**src/rtl/dds_core_if.sv**
```systemverilog
// ---------------------------------------------------------------------------
// dds_core_if
//
// Purpose: bundles the command side (tuning word, load strobe, run flag) and
// the DAC side (sample, valid) of the DDS engine into one connection.
//
// Signals:
//   en        - run flag: 1 = accumulate and emit samples, 0 = hold / midscale
//   m         - 32-bit tuning word, captured only while set is high
//   set       - single-cycle load strobe for the tuning word
//   dac_out   - unsigned sine sample for the R-2R DAC (OUT_W bits)
//   out_valid - dac_out carries a real sine sample
//
// Modports:
//   master - the command decoder / testbench side (drives en, m, set)
//   slave  - the DDS core side (drives dac_out, out_valid)
// ---------------------------------------------------------------------------
interface dds_core_if #(
  parameter int OUT_W = 8
);

  logic             en;
  logic [31:0]      m;
  logic             set;
  logic [OUT_W-1:0] dac_out;
  logic             out_valid;

  modport master (
    output en,
    output m,
    output set,
    input  dac_out,
    input  out_valid
  );

  modport slave (
    input  en,
    input  m,
    input  set,
    output dac_out,
    output out_valid
  );

endinterface

```
**src/rtl/dds_core.sv**
```systemverilog
// ---------------------------------------------------------------------------
// dds_core
//
// Purpose: phase-accumulator DDS engine feeding the on-board R-2R DAC. A
// 32-bit phase accumulator advances by the active tuning word every enabled
// clock; its top LUT_AW+2 bits address a quarter-wave sine table with
// quadrant folding, and a three-stage pipeline (address, table, sign) turns
// the phase into an unsigned OUT_W-bit sample. One sample per clock, no
// back-pressure.
//
// Parameters:
//   OUT_W  - DAC sample width; the table holds OUT_W-1 bit magnitudes
//   LUT_AW - quarter-wave table address width (2^LUT_AW entries)
//
// Ports:
//   clk    - system clock, everything on the rising edge
//   resetn - synchronous active-low reset, overrides every other input
//   bus    - dds_core_if slave modport (en, m, set in; dac_out, out_valid out)
//
// Build option:
//   PHASE_DITHER_EN - when defined, a 16-bit Fibonacci LFSR (taps 16,14,13,11,
//                     seed 0xACE1) is added, shifted left by 6, to the phase
//                     used for table addressing only. When undefined the phase
//                     is simply truncated and no LFSR exists.
// ---------------------------------------------------------------------------
module dds_core #(
  parameter int OUT_W  = 8,
  parameter int LUT_AW = 8
) (
  input logic       clk,
  input logic       resetn,
  dds_core_if.slave bus
);

  localparam int LUT_N   = 1 << LUT_AW;
  localparam int PW      = LUT_AW + 2;
  localparam int MAG_MAX = (1 << (OUT_W - 1)) - 1;

  localparam logic [OUT_W-1:0] MID_V    = OUT_W'(1 << (OUT_W - 1));
  localparam logic [OUT_W-1:0] MID_M1_V = OUT_W'((1 << (OUT_W - 1)) - 1);

  // Table entry i = round(MAG_MAX * sin(pi/2 * (i + 0.5) / LUT_N)), computed
  // with a fixed-point (Q30) Taylor series so the table is a pure constant
  // at elaboration time. The half-step offset keeps the quarter wave
  // symmetric, which is what lets mirroring by bit inversion work.
  function automatic logic [OUT_W-2:0] lutEntry(input int i);
    longint halfPi;
    longint x;
    longint x2;
    longint term;
    longint s;
    longint v;
    halfPi = 64'sd1686629713;
    x      = (halfPi * longint'(2 * i + 1)) / longint'(2 * LUT_N);
    x2     = (x * x) >>> 30;
    term   = x;
    s      = x;
    for (int n = 1; n <= 7; n++) begin
      term = -((term * x2) >>> 30) / longint'((2 * n) * (2 * n + 1));
      s    = s + term;
    end
    v = (longint'(MAG_MAX) * s + (64'sd1 <<< 29)) >>> 30;
    return v[OUT_W-2:0];
  endfunction

  // Constant quarter-wave table; read through a register in stage 2 so it
  // maps onto a ROM / block RAM.
  logic [OUT_W-2:0] lutRom [LUT_N];

  for (genvar g = 0; g < LUT_N; g++) begin : gLut
    assign lutRom[g] = lutEntry(g);
  end

  // Accumulator state: active tuning word, phase, and whether the phase just
  // registered was produced while running (carried down the pipeline).
  logic [31:0] mActive_q, mActive_d;
  logic [31:0] phase_q, phase_d;
  logic        phaseValid_q, phaseValid_d;

  // Stage 1 (address) registers.
  logic [LUT_AW-1:0] idx1_q, idx1_d;
  logic              quadHi1_q, quadHi1_d;
  logic              v1_q, v1_d;

  // Stage 2 (table) registers.
  logic [OUT_W-2:0] mag2_q, mag2_d;
  logic             quadHi2_q, quadHi2_d;
  logic             v2_q, v2_d;

  // Stage 3 (output) registers.
  logic [OUT_W-1:0] dacOut_q, dacOut_d;
  logic             outValid_q, outValid_d;

  // Truncated phase used for addressing.
  logic [PW-1:0] addrPhase;

`ifdef PHASE_DITHER_EN
  logic [15:0] lfsr_q, lfsr_d;
  logic [31:0] ditherSum;

  // Free-running dither source: advances every clock regardless of en, so
  // the dither sequence never correlates with the run pattern.
  always_comb begin
    lfsr_d = {lfsr_q[14:0], lfsr_q[15] ^ lfsr_q[13] ^ lfsr_q[12] ^ lfsr_q[10]};
  end

  // The LFSR state register; reseeded on reset so runs are repeatable.
  always_ff @(posedge clk) begin
    if (!resetn) begin
      lfsr_q <= 16'hACE1;
    end else begin
      lfsr_q <= lfsr_d;
    end
  end

  // The dither only perturbs which table entry is read; the accumulator
  // itself never sees it, so frequency accuracy is untouched.
  always_comb begin
    ditherSum = phase_q + {10'd0, lfsr_q, 6'd0};
    addrPhase = ditherSum[31 -: PW];
  end
`else
  // Plain truncation: the top PW phase bits pick the quadrant and entry.
  always_comb begin
    addrPhase = phase_q[31 -: PW];
  end
`endif

  // Accumulator next state. The add uses the tuning word that was active
  // before this edge, so a load coinciding with a run cycle only takes effect
  // from the following edge, and the phase is never disturbed by a load.
  always_comb begin
    mActive_d    = mActive_q;
    phase_d      = phase_q;
    phaseValid_d = bus.en;
    if (bus.set) begin
      mActive_d = bus.m;
    end
    if (bus.en) begin
      phase_d = phase_q + mActive_q;
    end
  end

  // Stage 1: split the phase into quadrant and table index. Odd quadrants run
  // the quarter wave backwards, which with the half-step table is exactly a
  // bitwise inversion of the index.
  always_comb begin
    logic [1:0]        quad;
    logic [LUT_AW-1:0] idxRaw;
    quad      = addrPhase[PW-1 -: 2];
    idxRaw    = addrPhase[LUT_AW-1:0];
    idx1_d    = quad[0] ? ~idxRaw : idxRaw;
    quadHi1_d = quad[1];
    v1_d      = phaseValid_q;
  end

  // Stage 2: table lookup, carrying the half-wave sign and valid bit along.
  always_comb begin
    mag2_d    = lutRom[idx1_q];
    quadHi2_d = quadHi1_q;
    v2_d      = v1_q;
  end

  // Stage 3: apply the sign around midscale. The upper half-wave sits at
  // MID+mag and the lower at (MID-1)-mag, so the full range is used without
  // any clipping. Samples not produced while running are forced to midscale.
  always_comb begin
    logic [OUT_W-1:0] magExt;
    magExt     = {1'b0, mag2_q};
    dacOut_d   = MID_V;
    outValid_d = v2_q;
    if (v2_q) begin
      dacOut_d = quadHi2_q ? (MID_M1_V - magExt) : (MID_V + magExt);
    end
  end

  // All state registers. Reset clears the accumulator and flushes the whole
  // pipeline in the same edge, so no stale sample survives a reset.
  always_ff @(posedge clk) begin
    if (!resetn) begin
      mActive_q    <= '0;
      phase_q      <= '0;
      phaseValid_q <= 1'b0;
      idx1_q       <= '0;
      quadHi1_q    <= 1'b0;
      v1_q         <= 1'b0;
      mag2_q       <= '0;
      quadHi2_q    <= 1'b0;
      v2_q         <= 1'b0;
      dacOut_q     <= MID_V;
      outValid_q   <= 1'b0;
    end else begin
      mActive_q    <= mActive_d;
      phase_q      <= phase_d;
      phaseValid_q <= phaseValid_d;
      idx1_q       <= idx1_d;
      quadHi1_q    <= quadHi1_d;
      v1_q         <= v1_d;
      mag2_q       <= mag2_d;
      quadHi2_q    <= quadHi2_d;
      v2_q         <= v2_d;
      dacOut_q     <= dacOut_d;
      outValid_q   <= outValid_d;
    end
  end

  assign bus.dac_out   = dacOut_q;
  assign bus.out_valid = outValid_q;

endmodule

```
**src/flat_wrapper.sv**
```systemverilog
// flat-port wrapper written by rule: the top's interface ports become plain ports
module dds_core_flat 
#(
  parameter int OUT_W  = 8,
  parameter int LUT_AW = 8
)
  (clk, resetn, bus_en, bus_m, bus_set, bus_dac_out, bus_out_valid);
  dds_core_if #(.OUT_W(OUT_W)) bus_i ();
  input logic clk;
  input logic resetn;
  input wire logic [$bits(bus_i.en)-1:0] bus_en;
  input wire logic [$bits(bus_i.m)-1:0] bus_m;
  input wire logic [$bits(bus_i.set)-1:0] bus_set;
  output wire logic [$bits(bus_i.dac_out)-1:0] bus_dac_out;
  output wire logic [$bits(bus_i.out_valid)-1:0] bus_out_valid;
  assign bus_i.en = bus_en;
  assign bus_i.m = bus_m;
  assign bus_i.set = bus_set;
  assign bus_dac_out = bus_i.dac_out;
  assign bus_out_valid = bus_i.out_valid;
  dds_core #(.OUT_W(OUT_W), .LUT_AW(LUT_AW)) u_core (.clk(clk), .resetn(resetn), .bus(bus_i));
endmodule
```
**config.mk**
```make
export PLATFORM = sky130hd
export DESIGN_NAME = dds_core_flat
export DESIGN_NICKNAME = d
export VERILOG_FILES = /design/src/rtl/dds_core_if.sv /design/src/rtl/dds_core.sv /design/src/flat_wrapper.sv
export SDC_FILE = /design/constraint.sdc
export NUM_CORES = 1
export LEC_CHECK = 0
export CORE_ASPECT_RATIO = 1.25
export CORE_MARGIN = 5
export CORE_UTILIZATION = 50
export CTS_BUF_LIST = sky130_fd_sc_hd__clkbuf_8
export DETAILED_ROUTE_END_ITERATION = 6
export HOLD_SLACK_MARGIN = 0.03
export PLACE_DENSITY = 0.69
export SLEW_MARGIN = 20
export SYNTH_ARGS = -nofsm -noshare
export SYNTH_HDL_FRONTEND = slang
export SYNTH_SLANG_ARGS = --single-unit
```
**constraint.sdc**
```tcl
create_clock -name clk -period 6.2 [get_ports clk]
set_input_delay 1.24 -clock clk [delete_from_list [all_inputs] [get_ports clk]]
set_output_delay 1.24 -clock clk [all_outputs]
set_load 0.005 [all_outputs]
```
==> key figures, run 1 <==
CTS
  • Skew-Pair Late Insertion Delay: between 300 and 400 ps
  • Clock transition at path regs: 100 ps
  • CTS H-tree depth: 3
  • Clk buf depth: 2
  • Cts bufs inserted: 9
  • CTS Sinks: 93
  • # Post-CTS Setup Buffers: 0
  • Resized Gates After CTS: 0
  • Clock Tree Root: clkbuf_8
  • CTS tree: yes
  • Hold_buf cts: 0

Pwr
  • Power, Total: around 1500 uW
  • Power Density: about 220 nW/um^2
  • Worst-case vdd ir drop: 0.0001631 V
  • Leakage: roughly 0.0029 uW

Logic synthesis
  • Ys async rst share: 0%
  • Xor-xnor portion of the synthesized cell area: 7.240%
  • Post-synthesis sequential area ratio: 30.78%
  • Cell count after synthesis: 716
  • Compound-Gate Fraction of Synth Area: just over 20%
  • Post-Syn Nets: roughly 800
  • Simple-gate area share of the yosys netlist: a little under a fifth
  • Synthesized cell area: about 6000 sq um
  • Avg Cell Area, Syn: 8.447 sq um
  • Prevailing post-synth register cell: dfxtp_1
  • Post-Synth Adder-Cell Area: ~8.6%
  • Distinct cells, synth: 58
  • Mux contribution to synthesized area: 10.14%
  • Largest family of logic cells by synthesized area: compound AO/OA/AOI/OAI gates
  • Synthesis-stage register bit count: slightly above 90
  • YS warnings: 0
  • Post-synth EDFFs: 0

Route
  • DRC: 0
  • Vias/cell: about 5.6
  • Routed Antenna Nets: 0
  • Routed via count: around 5,000
  • First-pass DRT Iterations: 4
  • Drt initial violations: 243
  • Final WL: roughly 13,000 microns
  • Wire per inst: about 14 microns

Die
  • Ports: 45
  • Die width: between 100 and 150 microns
  • Full die area: approximately 14,000 sq um
  • Rows: 45
  • Initial Util: approximately 50%
  • Core area: 11,990 sq um
  • Die height: between 100 and 150 microns

Worst setup path
  • Critical path arrival: between 3000 and 4000 ps
  • Critical Path Sink Type: flop
  • Worst-path fanout max: 4
  • Critical Path RT: 6420 ps
  • Startpoint Class: flop
  • Setup Crit Path Kind: flop to flop

Worst hold path
  • Tightest Hold Check Type: flop to flop

Timing
  • Pins Over Slew Limit: 0
  • Final setup TNS: 0 ps
  • Final Hold Viols: 0
  • Unrepaired setup endpoints after global routing: no
  • FMAX: 327.6 MHz
  • Endpoints failing setup: 0
  • Worst Tran Pin Value: roughly 1000 ps
  • Tmin final: roughly 3100 ps
  • Hold Slack: 444.3 ps
  • Clock skew: 8.260 ps
  • Final worst-path cycle share: 49.24%
  • Slew HR: 33.10%

Finish
  • Layout cell share with drive strength beyond 1: 4.781%
  • Nets: 804
  • ANT cells: 0
  • Register area: between 1500 and 2000 sq um
  • FILL cells: roughly 1,100
  • Area grow syn2layout: 11.54%
  • Multi-input logic area: about 4000 sq um
  • Most frequent cells in the layout: dfxtp_1 (93), nor2b_1 (64), a21oi_1 (59), mux2i_1 (59), nor2_1 (49)
  • Most common cell after layout, fill and taps aside: dfxtp_1

Global route
  • Largest net degree at the start of global routing: 48
  • Gr usage total: between 10% and 20%
  • Antenna violations before repair: 0
  • Vias in the first global route: 4,668
  • Total grt overflow: 0
  • First-pass GRT wire length: 21,500 microns

Placement
  • # port buffers: 44
  • Placer Congestion: between 0.8 and 0.9
  • DP HPWL: ~9000 microns

Run
  • Max Cap Violations: 0

Status
  • Status: complete, no violations
[worst paths after layout]
kind                startpoint                  to  slack [ps]  cells past startpoint
max reg2reg  u_core.phase_q[0]  u_core.phase_q[30]        3150                     11
min reg2reg        u_core.v1_q   u_core.outValid_d         440                      1
min                u_core.v1_q   u_core.outValid_d         440                      1
max          u_core.phase_q[0]  u_core.phase_q[30]        3150                     11
[cells by family after synthesis]
group | count (synthesis)
simple gates | 219
buf+inv | 63
mux | 60
xor+xnor | 50
flops | 93
fa+ha+maj | 41
compound gates | 190
[sequential cells by signal (all words and copies together) (netlist names), 7 cells and up]
signal and count:
u_core.mActive_q 32, u_core.idx1_q 8, u_core.phase_q 32, u_core.bus.dac_out 8
u_core.mag2_q 7
[power breakdown]
group | switching (uW) | leakage, uW | internal (uW)
registers | 34.9 | 0.000762 | 637
clock network | 238 | 0.000111 | 206
logic | 185 | 0.00198 | 165
total | 458 | 0.00286 | 1010
[Yosys cell counts, types with 5 or more instances]
cell,count,area (sq um)
o211ai_1,7,52.55
xor2_1,16,140.1
a21boi_0,6,45.04
and2_1,12,75.07
a31oi_1,5,31.28
o21ai_0,46,230.2
nand3_1,14,70.07
nor2b_1,64,400.4
ha_1,40,500.5
a21o_1,13,97.59
dfxtp_1,93,1862
a21oi_1,59,295.3
nor2_1,49,183.9
a211oi_1,8,60.06
inv_1,14,52.55
clkbuf_1,43,161.4
nand2_1,46,172.7
nand2b_1,12,75.07
nand4_1,5,31.28
mux2i_1,59,590.6
xnor2_1,34,297.8
[cell type report]
type	instances	area share [%]
clock buffers	10	2.040
clock inverters	6	1.168
inverters	14	0.7789
multi-input cells	560	58.51
flip-flops and latches	93	27.60
well taps	164	3.042
repair buffers	49	6.862
[through the flow]
step	setup slack (ps)	utilization [%]	std cells	area (sq um)
finish	3147	56.25	896	6746
detailed placement	3159	54.45	880	6530
CTS	3135	56.25	896	6746
global route	3000	56.25	896	6746
global placement	3226	54.45	880	6530
floorplan	3487	-	716	6048
[worst max-delay path: stages, from the launching register on]
cell and delay (ps):
dfxtp_1 320, ha_1 230, fa_1 410, a21o_1 220
a221oi_2 320, o31a_1 270, o211ai_2 160, o21a_1 250
a221oi_2 290, o21ai_0 160, xnor2_1 160, o22ai_1 90
[per-layer routing]
metal / part of all wire, % / vias up / GRT usage [%] / routed length (microns)
li1: - / 2549 / - / -
met1: 44 / 2366 / 22.66 / 5610
met2: 51 / 108 / 30.36 / 6436
met3: 3.5 / 16 / 3.026 / 443
met4: 1.5 / 0 / 6.807 / 194
met5: 0 / - / 0 / 0
Note: power is estimated with default switching activity, not from simulation.
==> run 2: changes to the inputs <==
Settings changed: PLACE_DENSITY 0.69 to 0.71.
Clock period 6.2 ns to 2.55 ns, I/O delays scaled along.
==> run 2 against run 1 <==
Effect of this change: the run now ends with negative setup slack left; core utilization increased by 4.0 points; hold slack better by 7.9 ps; clock power up 140%; critical path depth is the same; combinational power grew to 2.7 times the previous value; worst setup slack worse by 3200 ps; total power increased by 150%; sequential cell count stayed put; final area rose by 7.1%; register-to-register slack got worse by 3200 ps; sequential power rose by 140%; die area unchanged.
==> key figures, run 2 (synthesized netlist as in run 1, its figures left out) <==
Pwr
  • Comb power frac: 26.1% (was 23.9%)
  • Sw frac: 31.33% (was 31.22%)
  • Fraction of power consumed by sequential logic: 45.0% (was 45.8%)
  • NetSw: 1137 uW (was 457.8 uW)
  • Internal power: 2492 uW (was 1009 uW)
  • Leakage: 0.003039 uW (was 0.002858 uW)
  • Clk pwr share: 28.9% (was 30.2%)
  • Worst-case vdd ir drop: 0.0003306 V (was 0.0001631 V)
  • Power Density: 502.3 nW/um^2 (was 217.4 nW/um^2)
  • Power, Total: 3629 uW (was 1466 uW)

Finish
  • Layout cell share with drive strength beyond 1: 12.56% (was 4.781%)
  • Final core occ: 60.25% (was 56.25%)
  • Nets: 844 (was 804)
  • Most common cell after layout, fill and taps aside: dfxtp_1 (unchanged)
  • ANT cells: 0 (unchanged)
  • Most frequent cells in the layout: dfxtp_1 (89), nor2b_1 (64), mux2i_1 (59) (was dfxtp_1 (93), nor2b_1 (64), a21oi_1 (59), mux2i_1 (59), nor2_1 (49))
  • Largest registers: u_core.mActive_q: 32 flops, u_core.phase_q: 32 flops (unchanged)
  • Area grow syn2layout: 19.47% (was 11.54%)

Global route
  • Antenna violations before repair: 0 (unchanged)
  • Vias in the first global route: 5,056 (was 4,668)
  • Grt met1 use: 22.29% (was 22.66%)
  • Gr usage total: 19.22% (was 17.95%)
  • Total grt overflow: 0 (unchanged)
  • Largest net degree at the start of global routing: 55 (was 48)
  • First-pass GRT wire length: 22,750 microns (was 21,500 microns)
  • M2 GR Usage: 34.44% (was 30.36%)
  • GRT Max-Usage Layer: met2 (unchanged)
  • GR Layer Usage met3: 2.879% (was 3.026%)

Placement
  • Dpl ws: -114.5 ps (was 3159 ps)
  • DP HPWL: 9778 microns (was 9007 microns)
  • # port buffers: 44 (unchanged)
  • Placer Congestion: 0.9573 (was 0.8697)

Worst setup path
  • Startpoint Class: flop (unchanged)
  • FF-to-FF Start: u_core.phase_q[0] (unchanged)
  • Setup Crit Path Kind: flop to flop (unchanged)
  • Critical Path RT: 2790 ps (was 6420 ps)
  • Critical path arrival: 2850 ps (was 3270 ps)
  • Critical Path Sink Type: flop (unchanged)
  • Worst-path fanout max: 3 (was 4)
  • Crit path launch: u_core.phase_q[0] (unchanged)

Status
  • Failing checks: negative setup slack
  • Status: complete, but fails checks (was complete, no violations)

CTS
  • CTS tree: yes (unchanged)
  • Clock transition at path regs: 100 ps (about the same)
  • CTS Sinks: 93 (unchanged)
  • Clk buf depth: 2 (unchanged)
  • Skew-Pair Late Insertion Delay: 370 ps (about the same)
  • Cts bufs inserted: 9 (unchanged)
  • CTS H-tree depth: 3 (unchanged)
  • Clock Tree Root: clkbuf_8 (unchanged)

Die
  • Die height: 133.0 microns (unchanged)
  • Die width: 108.4 microns (unchanged)
  • Rows: 45 (unchanged)
  • Full die area: 14,410 sq um (unchanged)
  • Initial Util: 50.43% (unchanged)
  • Ports: 45 (unchanged)
  • Core area: 11,990 sq um (unchanged)

Timing
  • Pins Over Slew Limit: 0 (unchanged)
  • Clock skew: 12.21 ps (was 8.260 ps)
  • Final worst-path cycle share: 102.4% (was 49.24%)
  • Tmin final: 2610 ps (was 3053 ps)
  • Slew HR: 62.44% (was 33.10%)
  • Endpoints failing setup: 2 (was 0)
  • Final setup TNS: -77.42 ps (was 0 ps)
  • Unrepaired setup endpoints after global routing: yes (was no)
  • PnR worst setup slack: -60.03 ps (was 3147 ps)
  • Final Hold Viols: 0 (unchanged)
  • FMAX: 383.1 MHz (was 327.6 MHz)
  • Hold Slack: 452.2 ps (was 444.3 ps)
  • Worst Tran Pin Value: 563.4 ps (was 1004 ps)

Worst hold path
  • Hold Path Origin: u_core.phaseValid_q (was u_core.v1_q)
  • Tightest Hold Check Type: flop to flop (unchanged)

Route
  • Final WL: 13,400 microns (was 12,680 microns)
  • DRC: 0 (unchanged)
  • First-pass DRT Iterations: 5 (was 4)
  • Routed via count: 5,135 (was 5,039)
  • Drt initial violations: 278 (was 243)
  • Vias/cell: 5.486 (was 5.624)
  • Wire per inst: 14.32 microns (was 14.16 microns)
  • Routed Antenna Nets: 0 (unchanged)

Run
  • Max Cap Violations: 0 (unchanged)
run 2: changes by cell type in the layout (fill, tap and decap cells not counted), sizes merged:
cell,delta
clkinvlp,+1
clkbuf,-1
buf,+40
run 2: worst paths after layout:
| kind | to | slack [ps] | cells after the start |
|---|---|---|---|
| hold reg to reg | u_core.v1_q | 450 | 1 |
| setup / recovery | u_core.phase_q[30] | -60 | 11 |
| setup reg to reg | u_core.phase_q[30] | -60 | 11 |
| hold / removal | u_core.v1_q | 450 | 1 |
run 2: power groups by stage:
stage / Clock (uW) / Combinational [uW] / Sequential [uW]
3_3_place_gp: 0 / 896 / 1650
4_1_cts: 1080 / 933 / 1630
3_5_place_dp: 0 / 917 / 1660
5_1_grt: 1140 / 1060 / 1650
2_1_floorplan: 0 / 686 / 1630
6_report: 1050 / 948 / 1630
run 2: worst max-delay path, cell delays in order, from the launching register on:
cell and delay, ps:
dfxtp_2 350, ha_4 160, fa_2 340, a21o_1 190
a221oi_2 260, o31a_1 220, o211ai_2 110, o21a_1 200
a221oi_2 290, o21ai_1 120, xnor2_1 140, o22ai_1 90
run 2: per-layer routing:
layer | vias up | part of all wire [%]
met4 | 0 | 3.3
met2 | 91 | 52
met1 | 2393 | 41
met5 | - | 0
li1 | 2621 | -
met3 | 30 | 3.4
run 2: final cells by class:
type                    instances  area (sq um)
fillers                      1074          4767
multi-input cells             560          4110
flip-flops and latches         93          1867
repair buffers                 89         775.7
well taps                     164         205.2
clock buffers                   9         123.9
clock inverters                 7         91.34
inverters                      14         52.55
run 2: per-stage QoR:
step	cells	instance area [sq um]
6_report	936	7226
5_1_grt	936	7226
4_1_cts	932	7096
3_5_place_dp	914	6803
3_3_place_gp	914	6803
2_1_floorplan	716	6053
run 2: what timing repair did:
item	4_1_cts	5_1_grt
endpoints found under the hold margin	0	0
pin swaps	11	17
gates resized for setup	8	18
setup endpoints to repair	8	14
hold buffers	0	0
buffers inserted	2	4
